### config.mk
export PLATFORM = sky130hd
export DESIGN_NAME = axrm_tile_sequencer
export DESIGN_NICKNAME = d
export VERILOG_FILES = /design/src/rtl/axrm_pkg.sv /design/src/rtl/axrm_tile_mul2.sv /design/src/rtl/axrm_tile_sequencer.sv
export SDC_FILE = /design/constraint.sdc
export NUM_CORES = 1
export LEC_CHECK = 0
export BUFFER_PORTS_ARGS = -buffer_cell sky130_fd_sc_hd__buf_2
export CORE_MARGIN = 3
export CORE_UTILIZATION = 60
export DETAILED_ROUTE_END_ITERATION = 16
export PLACE_DENSITY_LB_ADDON = 0.3
export SLEW_MARGIN = 20
export SYNTH_ARGS = -nofsm -noshare
export SYNTH_HDL_FRONTEND = slang
export SYNTH_SLANG_ARGS = --single-unit
### constraint.sdc
create_clock -name clk -period 8.99 [get_ports clk]
set_input_delay 0 -clock clk [delete_from_list [all_inputs] [get_ports clk]]
set_output_delay 0 -clock clk [all_outputs]
set_load 0.05 [all_outputs]
### src/rtl/axrm_pkg.sv
// Shared types and constants for the sequential 8x8 approximate recursive multiplier.
package axrm_pkg;

  typedef enum logic [1:0] {
    IDLE = 2'd0,
    RUN  = 2'd1,
    DONE = 2'd2
  } state_t;

  localparam int          TILE_W              = 2;
  localparam int          NUM_TILES           = 16;
  localparam logic [15:0] DEFAULT_APPROX_MASK = 16'h00FF;

  // Left shift for tile k: operand a row i = k[3:2], operand b column j = k[1:0].
  function automatic logic [3:0] tile_shift(input logic [3:0] k);
    logic [2:0] sum;
    sum = {1'b0, k[3:2]} + {1'b0, k[1:0]};
    return {sum, 1'b0};
  endfunction

endpackage

### src/rtl/axrm_tile_mul2.sv
// Combinational 2x2 tile multiplier; the approximate variant maps 3x3 to 7 instead of 9.
module axrm_tile_mul2 (
  input  logic [1:0] pa,
  input  logic [1:0] pb,
  input  logic       approx_sel,
  output logic [3:0] prod
);

  always_comb begin
    prod = {2'b00, pa} * {2'b00, pb};
    if (approx_sel && (pa == 2'd3) && (pb == 2'd3)) begin
      prod = 4'd7;
    end
  end

endmodule

### src/rtl/axrm_tile_sequencer.sv
// Streams the sixteen 2x2 tiles of an 8x8 product through one shared tile multiplier,
// one tile per clock, accumulating shifted partial products; valid/ready on both sides.
module axrm_tile_sequencer
  import axrm_pkg::*;
#(
  parameter logic [15:0] APPROX_MASK = DEFAULT_APPROX_MASK
) (
  input  logic        clk,
  input  logic        rst,
  input  logic        in_valid,
  output logic        in_ready,
  input  logic [7:0]  a,
  input  logic [7:0]  b,
  input  logic        approx_en,
  output logic        out_valid,
  input  logic        out_ready,
  output logic [15:0] result,
  output logic        busy
);

  localparam logic [3:0] LAST_IDX = 4'(NUM_TILES - 1);

  state_t      state;
  logic [3:0]  idx;
  logic [7:0]  a_q;
  logic [7:0]  b_q;
  logic [15:0] mask_q;
  logic [15:0] acc;

  logic [1:0]  pa;
  logic [1:0]  pb;
  logic        tile_approx;
  logic [3:0]  tile_prod;
  logic [15:0] acc_next;

  assign pa          = a_q[{idx[3:2], 1'b0} +: TILE_W];
  assign pb          = b_q[{idx[1:0], 1'b0} +: TILE_W];
  assign tile_approx = mask_q[idx];
  assign acc_next    = acc + ({12'd0, tile_prod} << tile_shift(idx));

  axrm_tile_mul2 u_tile_mul2 (
    .pa         (pa),
    .pb         (pb),
    .approx_sel (tile_approx),
    .prod       (tile_prod)
  );

  always_ff @(posedge clk) begin
    if (rst) begin
      state     <= IDLE;
      idx       <= 4'd0;
      a_q       <= 8'd0;
      b_q       <= 8'd0;
      mask_q    <= 16'd0;
      acc       <= 16'd0;
      result    <= 16'd0;
      out_valid <= 1'b0;
      in_ready  <= 1'b1;
      busy      <= 1'b0;
    end else begin
      case (state)
        IDLE: begin
          if (in_valid && in_ready) begin
            a_q      <= a;
            b_q      <= b;
            mask_q   <= approx_en ? APPROX_MASK : 16'd0;
            acc      <= 16'd0;
            idx      <= 4'd0;
            state    <= RUN;
            in_ready <= 1'b0;
            busy     <= 1'b1;
          end
        end
        RUN: begin
          acc <= acc_next;
          idx <= idx + 4'd1;
          // The final tile's contribution goes straight to result, so DONE needs no extra add.
          if (idx == LAST_IDX) begin
            state     <= DONE;
            out_valid <= 1'b1;
            result    <= acc_next;
          end
        end
        DONE: begin
          if (out_ready) begin
            state     <= IDLE;
            out_valid <= 1'b0;
            in_ready  <= 1'b1;
            busy      <= 1'b0;
          end
        end
        default: begin
          state     <= IDLE;
          out_valid <= 1'b0;
          in_ready  <= 1'b1;
          busy      <= 1'b0;
        end
      endcase
    end
  end

endmodule

# Word level (Yosys, flattened, before mapping)
# Index checks and enable logic that the tools add are counted.
# Widths: inputs -> output; s select.
totals:
  regBits: 73
  latchBits: 0
  ram_bits: 0
  rom_bits: 0
  inputBits: 21
  out_inout_bits: 19
  elab_cells: 59
  n_memories: 0
classes:
  n_addsub: 3
  mul: 1
  n_div: 0
  order_cmp: 1
  n_eq_ne: 8
  shifts: 3
  n_mux: 20
  n_bitwise: 2
  reduce_logical: 11
ops:
  columns: ["operator", "count"]
  rows:
  - ["$pmux 16 s2", 1]
  - ["$add 16x16->16", 1]
  - ["$mux 16", 1]
  - ["$shiftx 8x4->2", 2]
  - ["$shl 4x4->16", 1]
  - ["$pmux 1 s3", 3]
  - ["$reduce_and 3->1", 3]
  - ["$mux 4", 2]
  - ["$mux 8", 1]
  - ["$pmux 4 s2", 1]
  - ["$eq 2x2->1 const B", 3]
  - ["$mux 1", 6]
  - ["$mux 2", 3]
  - ["$ne 2x2->1 const B", 3]
  - ["$pmux 2 s3", 1]
  - ["$reduce_and 2->1", 3]
  - ["$lt 4x5->1 const B", 1]
  - ["$add 4x1->4 const B", 1]
  - ["$bmux 1 s4", 1]
  - ["$eq 4x4->1 const B", 1]
  - ["$mul 2x2->4", 1]
  - ["$add 2x2->3", 1]
  - ["$logic_and 1x1->1", 3]
  - ["$eq 2x1->1 const B", 1]
  - ["3 further kinds", 4]

# Logic depth before layout (Yosys ltp)
# Gate-level depths: netlist of run 1.
logic_depth:
  depth_word: 8
  mapped_depth: 18
  depth_no_buf: 17

# Cells and area by module
# Synthesis of run 1 repeated with hierarchy kept, for this count alone.
hier_totals:
  hier_cells: 403
  area_unflattened_um2: 3235.6
by_module_without_submodules:
  columns: ["module", "instances", "cells_each", "area_each_um2", "seq_area_each_um2"]
  rows:
  - ["axrm_tile_sequencer", 1, 393, 3151.8, 1161.1]
  - ["axrm_tile_mul2", 1, 10, 83.8, 0.0]

# Worst setup path after synthesis of run 1
# Ideal clock, no wire load.
synth_path:
  path_type: "register -> register"
  start: "register idx[0]"
  end: "register acc[15]"
  setup_ns: 0.065
  arrival_ns: 3.820
  required_ns: 8.925
  setup_slack_ns: 5.105
  path_stages_with_launch: 17
  path_buffers: 0
  period_less_slack_ns: 3.885
  cell_sequence: "dfxtp_1 > mux4_1 > and2_2 > ha_1 > ha_1 > nor2_1 > nand2_1 > nand2_1 > nor2_1 > ha_1 > a21o_1 > a21oi_1 > o21ai_0 > o211ai_1 > nand2_1 > or4_1 > nand4b_1"
synth_between:
  elab_chain_cells: 8
  word_cells_on_any_way: 12
  cone_classes: "add/sub (2); mul (1); eq/ne (1); shift (2); mux (4); reduce/logical (2)"
synth_rtl:
  columns: ["item", "line", "text"]
  rows:
  - ["start, declared", "axrm_tile_sequencer.sv:24", "logic [3:0] idx;"]
  - ["start signal, assigned", "axrm_tile_sequencer.sv:76", "idx <= idx + 4'd1;"]
  - ["parallel branches: the longest is 5 deep, another holds $mul 2x2->4", null, null]
  - ["$shl 4x4->16 *", "axrm_tile_sequencer.sv:39", "assign acc_next = acc + ({12'd0, tile_prod} << tile_shift(idx));"]
  - ["$add 16x16->16 *", "axrm_tile_sequencer.sv:39", null]
  - ["$pmux 16 s2 *", "axrm_tile_sequencer.sv:61", "case (state)"]
  - ["end signal, assigned", "axrm_tile_sequencer.sv:75", "acc <= acc_next;"]
  - ["end, declared", "axrm_tile_sequencer.sv:28", "logic [15:0] acc;"]
# Every way passes the cells marked *. The select of a mux whose other input is x is not followed.
# A chain may end at the register's enable or synchronous reset.

# Worst setup path in the final report of run 1
layout_path:
  start: "register idx[0]"
  end: "register acc[14]"
# Same word-level chain as after synthesis.

==> flow_summary.yaml, run 1 <==
outcome:
  status: "finished, final reports clean"
synth:
  synth_cell_type_count: 55
  async_flop_share_pct: 0
  synth_common_cells: "nand2_1 (78), dfxtp_1 (58), a21oi_1 (55)"
  ys.flop_type: "dfxtp_1"
  yosysTopAreaCell: "dfxtp_1"
  synthCells: 406
  synth_area_per_cell_um2: 8.03
  syn_nets: 448
  ys_seq_area_share_pct: 35.6
  netlist_top_cells_area: "dfxtp_1 (36%), nand2_1 (9.0%), a21oi_1 (8.4%), ha_1 (7.3%), nand3_1 (4.3%)"
  synth_edf_count: 0
  yosysMostFrequentCell: "nand2_1"
  ys_seq_elements: 58
  yosysTopAreaCellShare_pct: 35.6
  synth.cell_area_mm2: 0.00326
  synth_warnings: 0
drt:
  first_pass_iters: 4
  post-route-drc-count: 0
  final_antenna_net_count: 0
  first_iter_violations: 218
  wl_per_cell_um: 14.5
  vias_per_cell: 5.75
  vias: 3060
  finalWirelength_um: 7710
timing:
  tightest_slew_ns: 0.909
  rsz0062_at_grt: "false"
  clock_skew_ns: 0.00912
  setup_tns_ns: 0
  finalHoldViolCount: 0
  max_freq_ghz: 0.228
  fin_crit_ns: 4.39
  finalSetupViolCount: 0
  timing.slew.headroom_pct: 39.2
  slew_violations: 0
  fin_crit_sh_pct: 48.9
place:
  dp_hpwl_um: 5090
  gp_congestion: 0.920
  port_buffers: 39
critical_path:
  cp_data_arrival_time_ns: 4.62
  crit_type: "reg2reg"
  slowest_stage: "mux4_1"
  crit_path_max_fanout: 7
  path_buf_inv: 0
  cp.required_ns: 9.21
  worstSetupEndpointType: "register"
  crit_family: "compound AO/OA/AOI/OAI gates"
  cp-start-kind: "register"
  max_stage_delay_ns: 0.63
  path_common_cell: "ha_1"
  crit_chain: "mux4_1, and2_2, ha_1, ha_1, nor2_1, nand2_1, nand2_1, nor2_1, ha_1, a21o_1, a21oi_1, o21ai_0, a211o_1, a221oi_1, or4_1, nand3_1"
layout:
  drive_gt1_share_pct: 15.4
  antenna_cells: 0
  nets: 499
  fillers: 385
  areaGrowthSynthToFinish_pct: 19.8
cts:
  cts_tree: "yes"
  cts-buffers-inserted: 9
  worstSkewPairLatency_ns: 0.34
  cts.clk_slew.worst_paths_ns: 0.07
  cts_root_buf: "clkbuf_8"
  cts_buffer_depth: 2
  h-tree-depth: 3
  numClockSinks: 58
global_routing:
  grt_usage_pct: 26.2
  grt_pass1_vias: 2925
  antenna_found_initial: 0
  grt-ovfl-total: 0
  grt_pass1_wl_um: 13000
  grt_max_degree: 69
floorplanning:
  coreArea_mm2: 0.00517
  fp.dieArea_mm2: 0.00636
  initial_utilization_pct: 63.1
  die_h_um: 79.7
  row_count: 26
  die_x_um: 79.7
  ios: 40
power:
  irDropWorstVdd_uv: 136
  finalPower_uw: 650
  p_leak_nw: 1.65
  p_per_area_mw_per_mm2: 166
flow_run:
  drv_cap: 0
min_path:
  min_path_type: "in2reg"
## cells in the final DEF (no fill, tap or decap), drive strengths merged, types with 3 or more instances in the layout
master       instances
nand2               80
dfxtp               58
a21oi               55
buf                 40
nor2                37
nand3               28
ha                  19
dlygate4sd3         18
inv                 11
clkbuf              11
nor3                 8
a21o                 8
xnor2                6
o21ai                6
or3                  5
nand4b               5
nand2b               4
nor2b                4
nor3b                4
a31oi                4
or4                  4
nand3b               4
bufinv               4
mux4                 4
a21boi               4
o21a                 3
## flip-flops by register name, summed over array words and instances (netlist names)
signal     flops
busy           1
mask_q         1
out_valid      1
state          2
acc           16
a_q            8
b_q            8
idx            4
result        16
in_ready       1
## final cells by class
cell class                      count  area [um^2]  share of cell area [%]
Inverter                           11         41.3                    1.06
Sequential cell                    58         1160                    29.7
Clock inverter                      5          125                    3.20
Clock buffer                       11          141                    3.62
Multi-Input combinational cell    319         1970                    50.3
Tap cell                           70         87.6                    2.24
Timing Repair Buffer               58          385                    9.86
## path summary, 6_finish.rpt
path         startpoint   endpoint  slack (ns)  cells past startpoint
min reg2reg   result[3]  result[3]        0.45                      2
max              idx[0]    acc[14]        4.60                     16
max reg2reg      idx[0]    acc[14]        4.60                     16
min            in_valid   in_ready        0.07                      3
## per-stage QoR
stage	instance area (um^2)	std cells	util [%]	setup WS (ns)	hold WS, ns
floorplan	3260	406	-	5.10	0.136
global placement	3450	498	66.8	4.85	0.240
detailed placement	3450	498	66.8	4.67	0.248
CTS	3900	532	75.4	4.65	0.0549
global route	3910	532	75.6	4.31	0.0888
finish	3910	532	75.6	4.60	0.0667
## per-layer routing
layer	track usage, %	part of all wire [%]
met1	31.3	43
met2	45.2	50
met3	6.55	5.4
met4	10.1	1.9
met5	0	0
## where the power goes
| part | total, mW | internal, mW | switching, mW |
|---|---|---|---|
| Combinational | 0.0583 | 0.0215 | 0.0368 |
| Sequential | 0.269 | 0.264 | 0.00535 |
| Clock | 0.322 | 0.219 | 0.103 |
## tightest hold or removal path, stage by stage
cell and delay (ns):
buf_2 0.10, nor3b_1 0.15, o21bai_1 0.13
## cells by family (layout without fill, tap and decap cells)
| family | count (synthesis) | after routing | share of synthesized area, % |
|---|---|---|---|
| simple gates | 190 | 190 | 27.6 |
| mux | 4 | 4 | 2.88 |
| compound gates | 97 | 97 | 18.8 |
| flops | 58 | 58 | 35.6 |
| xor+xnor | 7 | 7 | 2.30 |
| buf+inv | 29 | 85 | 4.26 |
| fa+ha+maj | 21 | 21 | 8.52 |
## timing repair
item                                   in CTS  in global routing
endpoints found under the hold margin      18                  0
hold buffers                               18                  0
resized for setup                           0                  0
buffers inserted                            0                  0
Note: power is estimated with default switching activity, not from simulation.
==> run 2: changes to the inputs <==
- CORE_UTILIZATION: 60 -> 58
- clock period: 8.99 -> 4.1 ns (I/O delays scaled with it)
==> flow_summary.yaml, run 2 (synthesis gave the netlist of run 1 again) <==
outcome:
  status: "finished, final reports clean"
critical_path:
  cp-start-kind: "register"
  worstSetupEndpointType: "register"
  path_buf_inv: 0
  slowest_stage: "mux4_2"
  max_stage_delay_ns: 0.55
  rrSetupSlack_ns: 0.23
  reg2regPathDepth: 16
  reg2reg_from: "idx[2]"
  crit_type: "reg2reg"
  crit_family: "simple AND/OR/NAND/NOR gates"
  cp.required_ns: 4.38
  cp_data_arrival_time_ns: 4.14
  crit_chain: "mux4_2, and2_2, ha_1, ha_1, nor2_2, nand2_1, nand2_1, nor2_1, ha_1, a21o_1, a21oi_2, o21ai_1, o211ai_1, nand2_1, or4_1, nand4b_1"
  r2r-end: "acc[15]"
  crit_path_max_fanout: 4
place:
  pre_cts_slack_ns: 0.0779
  dp_hpwl_um: 5320
  port_buffers: 39
  gp_congestion: 0.928
global_routing:
  grt_usage_pct: 26.5
  grt_max_degree: 69
  antenna_found_initial: 0
  grt-ovfl-total: 0
  grt_pass1_vias: 3102
  grt_pass1_wl_um: 13600
cts:
  cts_tree: "yes"
  worstSkewPairLatency_ns: 0.34
  cts-buffers-inserted: 9
  h-tree-depth: 3
  cts.clk_slew.worst_paths_ns: 0.06
  numClockSinks: 58
  cts_root_buf: "clkbuf_8"
  cts_buffer_depth: 2
timing:
  clock_skew_ns: 0.00711
  fin_crit_sh_pct: 94.3
  worst_slack_ns: 0.234
  setup_tns_ns: 0
  slew_violations: 0
  tightest_slew_ns: 0.908
  max_freq_ghz: 0.259
  finalHoldViolCount: 0
  timing.slew.headroom_pct: 39.3
  finalSetupViolCount: 0
  fin_crit_ns: 3.87
floorplanning:
  row_count: 26
  coreArea_mm2: 0.00527
  die_h_um: 81.0
  ios: 40
  initial_utilization_pct: 61.9
  die_x_um: 81.0
  fp.dieArea_mm2: 0.00656
layout:
  fillers: 394
  nets: 518
  antenna_cells: 0
  drive_gt1_share_pct: 20.4
  layout_common_cells: "nand2_1 (77), dfxtp_1 (57), a21oi_1 (51)"
  final_common_cell: "nand2_1"
  areaGrowthSynthToFinish_pct: 22.7
  top_regs: "acc x16, result x16"
flow_run:
  drv_cap: 0
min_path:
  hold_path_end: "in_ready"
  min_from: "in_valid"
  hold_depth: 3
  min_path_type: "in2reg"
power:
  p_per_area_mw_per_mm2: 316
  irDropWorstVdd_uv: 387
  p_leak_nw: 1.71
drt:
  first_pass_iters: 5
  vias_per_cell: 5.73
  wl_per_cell_um: 14.5
  vias: 3157
  first_iter_violations: 163
  finalWirelength_um: 7970
  final_antenna_net_count: 0
  post-route-drc-count: 0
-- run 2: changes by cell type in the layout (fill, tap and decap cells not counted), sizes merged --
cell and delta:
clkinv +2, clkinvlp +1, bufinv -3, buf +19
-- run 2: report_power, final --
| part | leakage [nW] | switching [mW] | internal, mW |
|---|---|---|---|
| Combinational | 1.13 | 0.0832 | 0.0522 |
| Clock | 0.105 | 0.230 | 0.310 |
| Sequential | 0.471 | 0.0109 | 0.579 |
-- run 2: worst max-delay path by stage --
stage	startpoint	cells past startpoint	endpoint	slack, ns
floorplan	idx[0]	16	acc[15]	0.21
global placement	idx[2]	16	acc[15]	0.26
detailed placement	idx[0]	16	acc[15]	0.08
CTS	idx[0]	16	acc[15]	0.06
global route	idx[2]	17	result[14]	-0.04
finish	idx[2]	16	acc[15]	0.23
-- run 2: final cells by class --
class / count / area, um^2 / area share, %
multi-input combinational: 319 / 1980 / 49.5
sequential: 58 / 1160 / 29.0
timing repair buffer: 77 / 528 / 13.2
clock buffer: 11 / 151 / 3.78
tap: 70 / 87.6 / 2.19
clock inverter: 5 / 52.6 / 1.31
inverter: 11 / 41.3 / 1.03
-- run 2: repair_timing --
item | in CTS | in global routing
gates resized for setup | 0 | 10
endpoints found under the hold margin | 18 | 0
buffers inserted | 0 | 2
hold buffers | 18 | 0
endpoints found under the setup margin | 0 | 14
-- run 2: per-stage QoR --
stage	std cells	hold WS [ns]	utilization (%)	area, um^2	power [mW]
5_1_grt	551	0.0980	76.0	4000	1.32
6_report	551	0.0703	76.0	4000	1.27
4_1_cts	549	0.0606	75.3	3970	1.27
3_5_place_dp	515	0.245	68.0	3580	0.721
2_1_floorplan	406	0.136	-	3260	0.684
3_3_place_gp	515	0.239	68.0	3580	0.717
-- run 2: worst min-delay path, stage by stage --
cell,delay (ns)
buf_2,0.10
nor3b_1,0.14
o21bai_1,0.13
-- run 2: metal layers --
metal,vias to the layer above,part of all wire [%],wire (um),GRT usage (%)
met3,15,5.4,430,6.87
li1,1573,-,-,-
met4,0,2.3,183,11.3
met1,1484,42,3380,31.3
met2,85,50,3970,45.5
met5,-,0,0,0
